$ cat src/rtl/dice_pkg.sv
// Shared state encoding, throw limits and score helpers for dice_roll_arbiter.
package dice_pkg;

  typedef enum logic [2:0] {
    StIdle,
    StRoll,
    StSettle,
    StCapture,
    StDone
  } state_e;

  localparam logic [2:0] THROW_MIN = 3'd1;
  localparam logic [2:0] THROW_MAX = 3'd6;
  localparam int unsigned MAX_RETRY = 3;
  localparam int unsigned SCORE_W = 8;

  function automatic logic is_legal_throw(input logic [2:0] t);
    return (t >= THROW_MIN) && (t <= THROW_MAX);
  endfunction

  // Saturating accumulate of one throw into a player total.
  function automatic logic [SCORE_W-1:0] sat_add(input logic [SCORE_W-1:0] a,
                                                 input logic [2:0]         b);
    logic [SCORE_W:0] s;
    s = {1'b0, a} + {{(SCORE_W-2){1'b0}}, b};
    return s[SCORE_W] ? {SCORE_W{1'b1}} : s[SCORE_W-1:0];
  endfunction

endpackage

$ cat src/rtl/rr_picker.sv
// Combinational round-robin select: first set request at or above ptr, with wrap.
module rr_picker #(
  parameter int unsigned NUM_PLAYERS = 4
) (
  input  logic [NUM_PLAYERS-1:0]         req,
  input  logic [$clog2(NUM_PLAYERS)-1:0] ptr,
  output logic [$clog2(NUM_PLAYERS)-1:0] idx,
  output logic                           found
);

  localparam int unsigned IdW = $clog2(NUM_PLAYERS);

  int unsigned cand;

  // Walk from the farthest candidate back to ptr so the nearest hit wins.
  always_comb begin
    idx   = '0;
    found = 1'b0;
    cand  = 0;
    for (int unsigned k = 0; k < NUM_PLAYERS; k++) begin
      cand = (32'(ptr) + NUM_PLAYERS - 1 - k) % NUM_PLAYERS;
      if (req[cand[IdW-1:0]]) begin
        found = 1'b1;
        idx   = cand[IdW-1:0];
      end
    end
  end

endmodule

$ cat src/rtl/dice_roll_arbiter.sv
// Round-robin sharing of one dice roll unit; optional per-player score totals
// are built when ROLL_SCORE_EN is defined.
module dice_roll_arbiter
  import dice_pkg::*;
#(
  parameter int unsigned NUM_PLAYERS = 4,
  parameter int unsigned ROLL_CYCLES = 13
) (
  input  logic                           clk,
  input  logic                           rst,
  input  logic [NUM_PLAYERS-1:0]         req,
  output logic [NUM_PLAYERS-1:0]         ack,
  output logic [2:0]                     result,
  output logic [$clog2(NUM_PLAYERS)-1:0] grant_id,
  output logic                           busy,
  output logic                           fault,
  output logic                           dice_button,
  input  logic [2:0]                     dice_throw
`ifdef ROLL_SCORE_EN
  ,
  output logic [NUM_PLAYERS*SCORE_W-1:0] score
`endif
);

  localparam int unsigned IdW    = $clog2(NUM_PLAYERS);
  localparam int unsigned CntW   = (ROLL_CYCLES > 1) ? $clog2(ROLL_CYCLES) : 1;
  localparam int unsigned RetryW = $clog2(MAX_RETRY + 1);
  localparam logic [CntW-1:0]   RollLast  = CntW'(ROLL_CYCLES - 1);
  localparam logic [RetryW-1:0] RetryLast = RetryW'(MAX_RETRY);

  state_e                  state_q, state_d;
  logic [IdW-1:0]          grant_q, grant_d;
  logic [IdW-1:0]          ptr_q, ptr_d;
  logic [CntW-1:0]         roll_cnt_q, roll_cnt_d;
  logic [RetryW-1:0]       retry_q, retry_d;
  logic [2:0]              result_q, result_d;
  logic                    fault_q, fault_d;
  logic [NUM_PLAYERS-1:0]  ack_q, ack_d;
  logic                    busy_q;
  logic [IdW-1:0]          pick_idx;
  logic                    pick_found;
  logic [CntW-1:0]         roll_last;

  rr_picker #(
    .NUM_PLAYERS(NUM_PLAYERS)
  ) u_rr_picker (
    .req  (req),
    .ptr  (ptr_q),
    .idx  (pick_idx),
    .found(pick_found)
  );

  // A retry re-presses the button for a single cycle only.
  assign roll_last = (retry_q != '0) ? '0 : RollLast;

  always_comb begin
    state_d    = state_q;
    grant_d    = grant_q;
    ptr_d      = ptr_q;
    roll_cnt_d = roll_cnt_q;
    retry_d    = retry_q;
    result_d   = result_q;
    fault_d    = fault_q;
    ack_d      = '0;
    unique case (state_q)
      StIdle: begin
        if (pick_found) begin
          grant_d    = pick_idx;
          roll_cnt_d = '0;
          state_d    = StRoll;
        end
      end
      StRoll: begin
        if (!req[grant_q]) begin
          retry_d = '0;
          state_d = StIdle;
        end else if (roll_cnt_q == roll_last) begin
          state_d = StSettle;
        end else begin
          roll_cnt_d = roll_cnt_q + 1'b1;
        end
      end
      StSettle: begin
        state_d = StCapture;
      end
      StCapture: begin
        if (is_legal_throw(dice_throw)) begin
          result_d       = dice_throw;
          ack_d[grant_q] = 1'b1;
          state_d        = StDone;
        end else if (retry_q == RetryLast) begin
          result_d       = THROW_MIN;
          fault_d        = 1'b1;
          ack_d[grant_q] = 1'b1;
          state_d        = StDone;
        end else begin
          retry_d    = retry_q + 1'b1;
          roll_cnt_d = '0;
          state_d    = StRoll;
        end
      end
      StDone: begin
        if (32'(grant_q) == NUM_PLAYERS - 1) begin
          ptr_d = '0;
        end else begin
          ptr_d = grant_q + 1'b1;
        end
        retry_d = '0;
        state_d = StIdle;
      end
      default: begin
        state_d = StIdle;
      end
    endcase
  end

  always_ff @(posedge clk or negedge rst) begin
    if (!rst) begin
      state_q    <= StIdle;
      grant_q    <= '0;
      ptr_q      <= '0;
      roll_cnt_q <= '0;
      retry_q    <= '0;
      result_q   <= '0;
      fault_q    <= 1'b0;
      ack_q      <= '0;
      busy_q     <= 1'b0;
    end else begin
      state_q    <= state_d;
      grant_q    <= grant_d;
      ptr_q      <= ptr_d;
      roll_cnt_q <= roll_cnt_d;
      retry_q    <= retry_d;
      result_q   <= result_d;
      fault_q    <= fault_d;
      ack_q      <= ack_d;
      busy_q     <= (state_d != StIdle);
    end
  end

  assign ack         = ack_q;
  assign result      = result_q;
  assign grant_id    = grant_q;
  assign busy        = busy_q;
  assign fault       = fault_q;
  assign dice_button = (state_q == StRoll);

`ifdef ROLL_SCORE_EN
  logic [NUM_PLAYERS*SCORE_W-1:0] score_q;

  always_ff @(posedge clk or negedge rst) begin
    if (!rst) begin
      score_q <= '0;
    end else if (state_q == StDone) begin
      score_q[grant_q*SCORE_W +: SCORE_W] <=
        sat_add(score_q[grant_q*SCORE_W +: SCORE_W], result_q);
    end
  end

  assign score = score_q;
`endif

endmodule

$ cat config.mk
export PLATFORM = sky130hd
export DESIGN_NAME = dice_roll_arbiter
export DESIGN_NICKNAME = d
export VERILOG_FILES = /design/src/rtl/dice_pkg.sv /design/src/rtl/rr_picker.sv /design/src/rtl/dice_roll_arbiter.sv
export SDC_FILE = /design/constraint.sdc
export NUM_CORES = 1
export LEC_CHECK = 0
export CORE_UTILIZATION = 40
export CTS_CLUSTER_DIAMETER = 100
export DETAILED_ROUTE_END_ITERATION = 10
export GPL_ROUTABILITY_DRIVEN = 0
export HOLD_SLACK_MARGIN = 0.1
export PLACE_DENSITY_LB_ADDON = 0.2
export SETUP_SLACK_MARGIN = 0.5
export SYNTH_ARGS = -nofsm -noshare
export SYNTH_HDL_FRONTEND = slang
export SYNTH_SLANG_ARGS = --single-unit
$ cat constraint.sdc
create_clock -name clk -period 1.63 [get_ports clk]
set_input_delay 0.326 -clock clk [delete_from_list [all_inputs] [get_ports clk]]
set_output_delay 0.326 -clock clk [all_outputs]
set_load 0.01 [all_outputs]
# Yosys cells after proc, flatten, opt, wreduce, memory -nomap -nowiden
# Index checks and enable logic that the tools add are counted.
# W data, S select, Z words.
# word_totals
ff_bits	22
in_bits	9
out_inout_bits	12
wordCells	95
# op_classes
addsub	8
n_lt_le_gt_ge	8
eq_ne	13
mux	43
bitwise	1
reduce_logical	13
# op_table
cell	n
$mux W4	9
$mux W3	7
$mux W2	8
$lt A2 B3 Y1 const B	5
$pmux W3 S4	1
$pmux W4 S3	1
$bmux W1 S2	5
$mux W1	10
$ne A2 B2 Y1 const B	5
$reduce_bool A3 Y1	3
$add A2 B1 Y2 const B	3
$eq A3 B2 Y1 const B	2
$pmux W2 S3	1
$reduce_and A6 Y1	1
$add A4 B1 Y4 const B	1
$eq A2 B2 Y1 const B	2
$eq A4 B4 Y1	1
$reduce_and A2 Y1	2
$reduce_and A4 Y1	1
$reduce_bool A2 Y1	2
$sub A2 B1 Y2 const B	2
$sub A2 B2 Y2 const B	2
$eq A3 B1 Y1 const B	1
$eq A3 B3 Y1 const B	1
9 further kinds	10

# Longest topological paths before layout
# Gate-level depths: netlist of the first run.
# depth
depth_word	11
mapped_depth	6

# Hierarchy
# From an unflattened synthesis of the first run, not the netlist that was laid out.
# unflattened
hier_cells	121
area_unflattened_um2	1223.7
# modules_own_cells
mod	n_inst	cells_each	area_per_inst_um2
dice_roll_arbiter	1	109	1151.1
rr_picker	1	12	72.6

# Worst setup path before layout of the first run
# No wires, ideal clock.
# synth_path
path_kind	register to register
from	reg retry_q[0]
to	reg roll_cnt_q[1]
setup_time_ns	0.128
arrival_ns	1.434
path_slack_ns	0.068
stages_incl_launch_ff	7
path_buffers	0
period_less_slack_ns	1.562
path_cell_list	dfrtp_1 inv_1 ha_1 or4b_4 nand3_2 a22oi_2 mux2i_1
# synth_via
elab_chain_cells	5
elab_cells_between_ends	7
cone_classes	eq/ne: 4; mux: 1; reduce/logical: 2
# synth_lines
element	line	text
start: declaration	dice_roll_arbiter.sv:35	logic [RetryW-1:0] retry_q, retry_d;
start signal: assignment	dice_roll_arbiter.sv:133	retry_q <= retry_d;
$reduce_bool A2 Y1	dice_roll_arbiter.sv:54	assign roll_last = (retry_q != '0) ? '0 : RollLast;
$mux W4	dice_roll_arbiter.sv:54	
$eq A4 B4 Y1	dice_roll_arbiter.sv:77	end else if (roll_cnt_q == roll_last) begin
$ne A2 B2 Y1 (no source line)	n/a	
$reduce_and A6 Y1 (no source line) *	n/a	
end signal: assignment	dice_roll_arbiter.sv:132	roll_cnt_q <= roll_cnt_d;
end: declaration	dice_roll_arbiter.sv:34	logic [CntW-1:0] roll_cnt_q, roll_cnt_d;
# Every way passes the cells marked *; elsewhere a longest branch is shown, timed or not.
# A chain may end at the register's enable or synchronous reset.

# Worst setup path in the final report of the first run
# Ends and elaborated chain as after synthesis.

==> impl_results.md, run 1 <==
* Clk Latency, worst-skew pair at 310 ps
* # rows at 20
* Footprint of the multi-input gates at 858 um^2
* Crit. End Element: flop
* Largest area contributor in the netlist: dfrtp_1
* Pwr dens at 1180 nW/um^2
* DIE AREA at 3480 um^2
* Vias in the first global route at 1183
* Core Region at 3080 um^2
* Met3 Use GR at 1.97%
* Initial Util at 42.2%
* Placed insts at 209
* Worst vdd ir at 597 uV
* Num ports at 21
* Seq cells post-synth at 22
* Critical path required time at 1870 ps
* Psw at 840 uW
* Final min period at 1650 ps
* Max frequency at 0.608 GHz
* Die Y at 59.0 um
* Clk buf depth at 2
* Final hold violation count at 0
* CTS Buf Count at 3
* Leading cell types in the layout, fill and taps excluded: buf_4, dfrtp_1, buf_6
* Post-synth top area share at 42.3%
* Synthesized area at 1300 um^2
* Fillcell total at 241
* Final Setup Violations at 1
* Worst slew pin tran at 301 ps
* Relative slew slack at 79.8%
* Sequential share of power at 28.7%
* Final period util at 101%
* Hold_ws at 346 ps
* Root Buffer: clkbuf_4
* Post-synth top flop: dfrtp_1
* Total track usage at 20.1%
* Critical path peak fanout at 4
* Number of vias per cell at 5.40
* Sw Share at 34.3%
* Final Slew Violations at 0
* CTS tree: done
* Vias at 1268
* Worst-path clk slew at 130 ps
* Commonest non-fill, non-tap cell in the layout: buf_4
* Critical path type: reg2reg
* Initial DRC Count at 61
* Pin count of the biggest net entering global routing at 23
* Min setup slack post-route at -15.6 ps
* Post-DRT Antenna Nets at 0
* Setup_tns at -15.6 ps
* Ranking of synthesized cells by area: dfrtp_1, ha_1, mux2i_1
* Ys Warns at 0
* Lkg Pwr at 0.000986 uW
* Post-synth EDFFs at 0
* Crit path launch type: flop
* Final net count at 209
* Synthesized instance count at 131
* Cell internal pwr at 1610 uW
* RSZ-0062 raised after global routing: true
* Mapped Nets at 148
* Avg WL per Cell at 14.9 um
* Ant diodes at 0
* Reported max-cap violation count at 0
* CTS HTree Levels at 1
* Sequential area share after synthesis at 42.3%
* Layout cell share with drive strength beyond 1 at 50.8%
* Syn avg cell area at 9.92 um^2
* Met1 Usage GRT at 25.1%
* Drt pass-1 iters at 5
* DR DRC count at 0
* Gr busiest metal: met2
* Detailed Route WL at 3.50 mm
* Clock Power Share at 17.3%
* Grt ovf at 0
* Register area at 554 um^2
* Worst Path Arrival at 1890 ps
* Clk sinks at 22
* Area delta synth->final at 59.9%
* Yosys cell types at 45
* Status: finished with violations
* Non-Filler Instances at 235
* Chip width at 59.0 um
* Initial antenna violation count at 0
* HP Class: in2async
* Met2 Use GR at 37.0%
* Violated checks: setup timing
* Hpwl dp at 2.28 mm
* Async SR Flop Fraction at 100%
* Final setup skew at 1.67 ps
* Combinational power share at 54.0%
* First-pass GRT wire length at 5.20 mm
* Port bufs at 20
==> flip-flops by register name (all words and copies together) (netlist names) <==
register / flops
result: 3
retry_q: 2
state_q: 3
fault: 1
roll_cnt_q: 4
ack: 4
busy: 1
grant_id: 2
ptr_q: 2
==> through the flow <==
stage	area (um^2)	utilization, %	worst slack [ps]	power (uW)
3_3_place_gp	1720	55.7	-175	1540
3_5_place_dp	1720	55.7	-224	1580
6_report	2080	67.5	-15.6	2450
4_1_cts	1920	62.3	30.9	2220
2_1_floorplan	1350	-	141	1270
5_1_grt	2080	67.5	-67.7	2590
==> synthesized netlist by cell type, drive strengths merged, types with 2 or more instances <==
library cell,number
nor3,2
nand3,3
a22oi,6
ha,8
nor4,2
nor2b,2
inv,12
dfrtp,22
o22ai,4
buf,4
nand4,2
and2,4
nand2b,3
mux2i,5
o2111ai,2
nand2,9
o21ai,7
a21oi,6
nor2,7
==> critical path, cell delays in order (launching register included) <==
cell,delay (ps)
dfrtp_1,430
ha_2,240
and4b_2,340
o21ai_1,130
a22oi_2,230
mux2i_1,200
==> path summary, 6_finish.rpt <==
check,start,end,slack [ps],cells past startpoint
worst max-delay path,retry_q[0],roll_cnt_q[1],-20,5
worst min-delay path,rst,fault,350,2
worst max register to register,retry_q[0],roll_cnt_q[1],-20,5
worst min register to register,fault,fault,490,1
max in group asynchronous,rst,grant_id[0],1040,2
min in group clk,fault,fault,490,1
==> layout make-up <==
type	instances	share of cell area (%)
Inverter	12	2.29
Sequential cell	22	26.7
Multi-Input combinational cell	92	41.3
Tap cell	44	2.65
Clock buffer	3	1.08
Timing Repair Buffer	61	24.6
Clock inverter	1	1.44
==> what timing repair did <==
action,CTS,global route
hold buffers,0,0
endpoints found under the hold margin,0,0
setup buffers,15,7
pin swaps,6,15
resized for setup,73,27
endpoints found under the setup margin,33,34
==> routing by layer <==
| layer | part of all wire (%) | wire length [um] |
|---|---|---|
| met5 | 0 | 0 |
| met4 | 1.8 | 63 |
| met3 | 3.7 | 128 |
| met2 | 51 | 1780 |
| met1 | 44 | 1530 |
==> cell families (layout without fill, tap and decap cells) <==
family | Yosys count | count (layout) | synth area share [%]
adder cells (fa/ha/maj) | 8 | 8 | 7.70
AND/OR/NAND/NOR | 43 | 43 | 20.2
multiplexers | 7 | 7 | 6.45
flip-flops | 22 | 22 | 42.3
AO/OA/AOI/OAI | 34 | 34 | 18.0
buffers and inverters | 17 | 77 | 5.29
==> power groups by stage <==
stage	combinational, uW	clock (uW)	sequential (uW)
after floorplan	541	0	730
after global placement	816	0	725
after detailed placement	850	0	730
after CTS	1090	436	694
after global routing	1430	451	708
final	1320	425	703
No activity file was read; power rests on OpenSTA's default activity.
==> run 2: changes to the inputs <==
--- a/config.mk
+++ b/config.mk
@@ -5,6 +5,7 @@
 export SDC_FILE = /design/constraint.sdc
 export NUM_CORES = 1
 export LEC_CHECK = 0
+export ABC_CLOCK_PERIOD_IN_PS = 2100
 export CORE_UTILIZATION = 40
 export CTS_CLUSTER_DIAMETER = 100
 export DETAILED_ROUTE_END_ITERATION = 10
==> constraint.sdc (replaced) <==
create_clock -name clk -period 2.1 [get_ports clk]
set_input_delay 0.42 -clock clk [delete_from_list [all_inputs] [get_ports clk]]
set_output_delay 0.42 -clock clk [all_outputs]
set_load 0.01 [all_outputs]
==> run 2 against run 1 <==
The flow now finishes without violations. Final area fell by 16%. Clock power fell by 44%. Setup slack improved by 460 ps. Register-to-register slack improved by 460 ps. Via count fell by 8.0%. Utilization fell by 10 points. Sequential share of layout area rose by 4.8 points. Critical path type unchanged. Critical endpoint unchanged. Largest power group unchanged.
==> impl_results.md, run 2 (synthesis results as in run 1) <==
* Status: complete, no violations
* Relative slew slack at 80.5% (+0.74 points)
* HP Class: in2async
* First-pass GRT wire length at 4.91 mm (-5.4%)
* Die Y at 59.0 um (unchanged)
* Initial DRC Count at 78 (+28%)
* Avg WL per Cell at 14.0 um (-5.7%)
* Clk buf depth at 2 (unchanged)
* Vias in the first global route at 1090 (-7.9%)
* Area delta synth->final at 35.0%
* Hold_buf cts at 0 (unchanged)
* Max frequency at 0.602 GHz (-0.86%)
* Root Buffer: clkbuf_4
* CTS Buf Count at 3 (unchanged)
* Worst-path clk slew at 130 ps (about the same)
* Setup_tns at 0 ps (+15.6 ps)
* Leading cell types in the layout, fill and taps excluded: dfrtp_1, buf_4, dlygate4sd2_1
* Chip width at 59.0 um (unchanged)
* Port bufs at 20 (unchanged)
* Reg2reg path depth at 6 (+1)
* Initial Util at 42.2% (unchanged)
* Clk Latency, worst-skew pair at 310 ps (about the same)
* Reg2Reg Setup Slack at 440 ps (+460 ps)
* Post-DRT Antenna Nets at 0 (unchanged)
* CTS tree: done
* Pwr dens at 857 nW/um^2 (-27%)
* Grt ovf at 0 (unchanged)
* # rows at 20 (unchanged)
* Ant diodes at 0 (unchanged)
* Final period util at 79.0% (-22 points)
* Reported max-cap violation count at 0 (unchanged)
* Critical path peak fanout at 4 (unchanged)
* Worst Path Arrival at 1860 ps (-30 ps)
* CP Launch Point: retry_q[0]
* RR Startpoint: retry_q[0]
* Total track usage at 18.7% (-1.4 points)
* Final Setup Violations at 0 (-1)
* R2R Path End: roll_cnt_q[1]
* RSZ-0062 raised after global routing: true
* Drt pass-1 iters at 4 (-1)
* Final net count at 189 (-9.6%)
* Lkg Pwr at 0.000865 uW (-12%)
* Num ports at 21 (unchanged)
* Commonest non-fill, non-tap cell in the layout: dfrtp_1
* Final setup skew at 8.87 ps (+7.20 ps)
* DIE AREA at 3480 um^2 (unchanged)
* Critical path required time at 2300 ps (+430 ps)
* Worst slew pin tran at 290 ps (-11.7 ps)
* Clk sinks at 22 (unchanged)
* Final hold violation count at 0 (unchanged)
* Placed insts at 200 (-4.3%)
* Pin count of the biggest net entering global routing at 23 (unchanged)
* Core Region at 3080 um^2 (unchanged)
* Non-Filler Instances at 215 (-8.5%)
* Vias at 1167 (-8.0%)
* Worst vdd ir at 402 uV (-33%)
* Crit path launch type: flop
* DR DRC count at 0 (unchanged)
* Final Slew Violations at 0 (unchanged)
* Initial antenna violation count at 0 (unchanged)
* Detailed Route WL at 3.02 mm (-14%)
* Hpwl dp at 2.05 mm (-10%)
* Critical path type: reg2reg
* CTS HTree Levels at 1 (unchanged)
* Crit. End Element: flop
* Final min period at 1660 ps (+14.2 ps)
* Number of vias per cell at 5.43 (+0.60%)
* Worst Setup EP: roll_cnt_q[1]
* Layout cell share with drive strength beyond 1 at 25.1% (-26 points)
-- run 2: cell count changes in the layout (fill, tap and decap cells not counted), moves of 8 or more --
cell           previous run  this run
buf_6                    16         2
buf_4                    29        20
buf_2                     8         0
dlygate4sd2_1             6        14
-- run 2: worst min path at each step --
stage | start | cells past startpoint | slack, ps | to
after floorplan | rst | 0 | 120 | ack[0]
after global placement | fault | 1 | 460 | fault
after detailed placement | fault | 1 | 450 | fault
after CTS | rst | 2 | 460 | ack[1]
after global routing | rst | 2 | 460 | result[2]
final | rst | 2 | 450 | state_q[0]
-- run 2: per-stage QoR --
step	hold slack [ps]	power (uW)	cell area [um^2]	util [%]	worst slack, ps
after CTS	457	1400	1690	55.0	429
after detailed placement	453	1110	1610	52.2	79.7
after floorplan	124	911	1300	-	538
final	448	1500	1760	57.0	440
after global routing	462	1600	1760	57.0	374
after global placement	456	1100	1610	52.2	138
-- run 2: routing by layer --
| metal | vias to the layer above | part of all wire, % | GRT usage [%] | routed length (um) |
|---|---|---|---|---|
| li1 | 558 | - | - | - |
| met1 | 576 | 44 | 24.2 | 1320 |
| met2 | 29 | 52 | 32.1 | 1560 |
| met3 | 4 | 3.6 | 3.28 | 108 |
| met4 | 0 | 0.90 | 5.10 | 27 |
| met5 | - | 0 | 0 | 0 |
-- run 2: critical path, cell delays in order (launching register included) --
cell,delay [ps]
dfrtp_1,420
inv_1,60
ha_2,180
or4b_4,550
nand3_4,90
a22oi_2,110
mux2i_1,140
-- run 2: area by class of cell --
class,instances,area (um^2)
clock buffers,4,36.3
fillers,285,1320
inverters,12,45.0
multi-input cells,92,719
flip-flops and latches,22,552
well taps,44,55.1
repair buffers,41,348
-- run 2: power breakdown --
| group | internal (uW) | switching, uW |
|---|---|---|
| Sequential | 489 | 45.0 |
| Combinational | 368 | 363 |
| Clock | 106 | 134 |
| Total | 962 | 543 |
-- run 2: what timing repair did --
| action | 4_1_cts | 5_1_grt |
|---|---|---|
| endpoints found under the setup margin | 23 | 15 |
| gates cloned | 0 | 0 |
| pin swaps | 6 | 2 |
| setup buffers | 7 | 4 |
| gates resized for setup | 23 | 8 |
==> run 3: changes to the inputs <==
--- a/config.mk
+++ b/config.mk
@@ -5,7 +5,7 @@
 export SDC_FILE = /design/constraint.sdc
 export NUM_CORES = 1
 export LEC_CHECK = 0
-export ABC_CLOCK_PERIOD_IN_PS = 2100
+export ABC_CLOCK_PERIOD_IN_PS = 1700
 export CORE_UTILIZATION = 40
 export CTS_CLUSTER_DIAMETER = 100
 export DETAILED_ROUTE_END_ITERATION = 10
==> constraint.sdc (replaced) <==
create_clock -name clk -period 1.7 [get_ports clk]
set_input_delay 0.34 -clock clk [delete_from_list [all_inputs] [get_ports clk]]
set_output_delay 0.34 -clock clk [all_outputs]
set_load 0.01 [all_outputs]
==> run 3 against run 2 <==
Register-to-register slack got worse by 380 ps. Via count increased by 6.3%. Setup slack got worse by 380 ps. Non-clock buffer count increased by 18. Final cell count is 8.4% higher. First-iteration DRC count fell by 64%. Clock power rose by 5%. Die area did not move. Clock skew is 0.76 ps higher. Global-route usage up 2.6 points. Combinational power increased by 67%. Critical path type unchanged.
==> impl_results.md, run 3 (synthesis results as in run 1) <==
* Chip width at 59.0 um (unchanged)
* CTS tree: done
* R2R Path End: roll_cnt_q[1]
* Relative slew slack at 79.9% (-0.65 points)
* Grt ovf at 0 (unchanged)
* Initial antenna violation count at 0 (unchanged)
* Detailed Route WL at 3.59 mm (+19%)
* Initial Util at 42.2% (unchanged)
* Area delta synth->final at 59.5%
* First-pass GRT wire length at 5.50 mm (+12%)
* # rows at 20 (unchanged)
* Final min period at 1640 ps (-20.1 ps)
* Clk sinks at 22 (unchanged)
* Crit path launch type: flop
* Commonest non-fill, non-tap cell in the layout: buf_4
* Final Slew Violations at 0 (unchanged)
* Final Setup Violations at 0 (unchanged)
* Final setup skew at 9.63 ps (+0.760 ps)
* Root Buffer: clkbuf_4
* Post-DRT Antenna Nets at 0 (unchanged)
* Num ports at 21 (unchanged)
* Total track usage at 21.3% (+2.6 points)
* Ant diodes at 0 (unchanged)
* Reg2Reg Setup Slack at 60 ps (-380 ps)
* Vias in the first global route at 1250 (+15%)
* Pwr dens at 1040 nW/um^2 (+21%)
* DIE AREA at 3480 um^2 (unchanged)
* RR Startpoint: retry_q[1]
* Final hold violation count at 0 (unchanged)
* Hold_buf cts at 0 (unchanged)
* Pin count of the biggest net entering global routing at 23 (unchanged)
* Placed insts at 205 (+2.5%)
* Clk buf depth at 2 (unchanged)
* Critical path peak fanout at 3 (-1)
* Reg2reg path depth at 6 (unchanged)
* Drt pass-1 iters at 4 (unchanged)
* Max frequency at 0.610 GHz (+1.2%)
* Final Util at 67.4% (+10 points)
* Core Region at 3080 um^2 (unchanged)
* CTS HTree Levels at 1 (unchanged)
* CTS Buf Count at 3 (unchanged)
* Final net count at 207 (+9.5%)
* Final period util at 96.5% (+17 points)
* Number of vias per cell at 5.32 (-2.0%)
* Avg WL per Cell at 15.4 um (+9.9%)
* Crit. End Element: flop
* Status: complete, no violations
* RSZ-0062 raised after global routing: true
* Hpwl dp at 2.25 mm (+9.8%)
* HP Class: in2async
* Worst Setup EP: roll_cnt_q[1]
* Worst-path clk slew at 130 ps (about the same)
* Reported max-cap violation count at 0 (unchanged)
* Non-Filler Instances at 233 (+8.4%)
* Layout cell share with drive strength beyond 1 at 48.7% (+24 points)
* Initial DRC Count at 28 (-64%)
* CP Launch Point: retry_q[1]
* Worst slew pin tran at 300 ps (+10.2 ps)
* DR DRC count at 0 (unchanged)
* Leading cell types in the layout, fill and taps excluded: buf_4, dfrtp_1, buf_6
* Critical path required time at 1890 ps (-410 ps)
* Die Y at 59.0 um (unchanged)
* Worst Path Arrival at 1830 ps (-30 ps)
* Lkg Pwr at 0.000987 uW (+14%)
* Worst vdd ir at 615 uV (+53%)
* Vias at 1240 (+6.3%)
* Critical path type: reg2reg
* Clk Latency, worst-skew pair at 310 ps (about the same)
* Port bufs at 20 (unchanged)
[run 3: final cells by class]
type	count	area (um^2)
clock buffer	4	26.3
tap	44	55.1
multi-input combinational	92	871
timing repair buffer	59	519
inverter	12	47.5
fill	241	1000
sequential	22	554
[run 3: what timing repair did]
action                     4_1_cts  5_1_grt
setup buffers                   17        7
setup endpoints to repair       33       32
resized for setup               80       31
hold endpoints to repair         0        0
gates cloned                     0        0
pin swaps                       11       12
[run 3: per-stage QoR]
step	TNS [ps]	total power [uW]	area, um^2	hold slack, ps	setup slack, ps
5_1_grt	-43.4	2280	2070	374	-19.3
2_1_floorplan	0	1190	1340	44.4	211
3_5_place_dp	-1710	1470	1670	474	-167
3_3_place_gp	-1440	1440	1670	458	-145
4_1_cts	0	1970	1900	372	54.9
6_report	0	2150	2070	369	60.3
[run 3: layer usage]
metal / track usage, % / vias up / wire, um
li1: - / 596 / -
met1: 24.4 / 610 / 1500
met2: 39.6 / 26 / 1920
met3: 3.06 / 8 / 123
met4: 8.50 / 0 / 58
met5: 0 / - / 0
[run 3: worst max-delay path, cell delays in order (launching register included)]
cell	delay [ps]
dfrtp_1	430
inv_1	60
ha_2	190
or4b_4	510
nand3_2	100
a22oi_2	110
mux2i_1	130
[run 3: power breakdown]
group	switching, uW	internal, uW	leakage [uW]
clock network	159	91.5	0.0000150
registers	75.4	606	0.000282
logic	535	684	0.000690
total	770	1380	0.000987
[run 3: worst min path at each step]
stage          start  endpoint  slack [ps]  cells past startpoint
2_1_floorplan    rst    ack[0]          40                      0
3_3_place_gp   fault     fault         460                      1
3_5_place_dp   fault     fault         470                      1
4_1_cts          rst    ack[2]         370                      2
5_1_grt          rst    ack[1]         370                      2
6_report         rst    ack[3]         370                      2
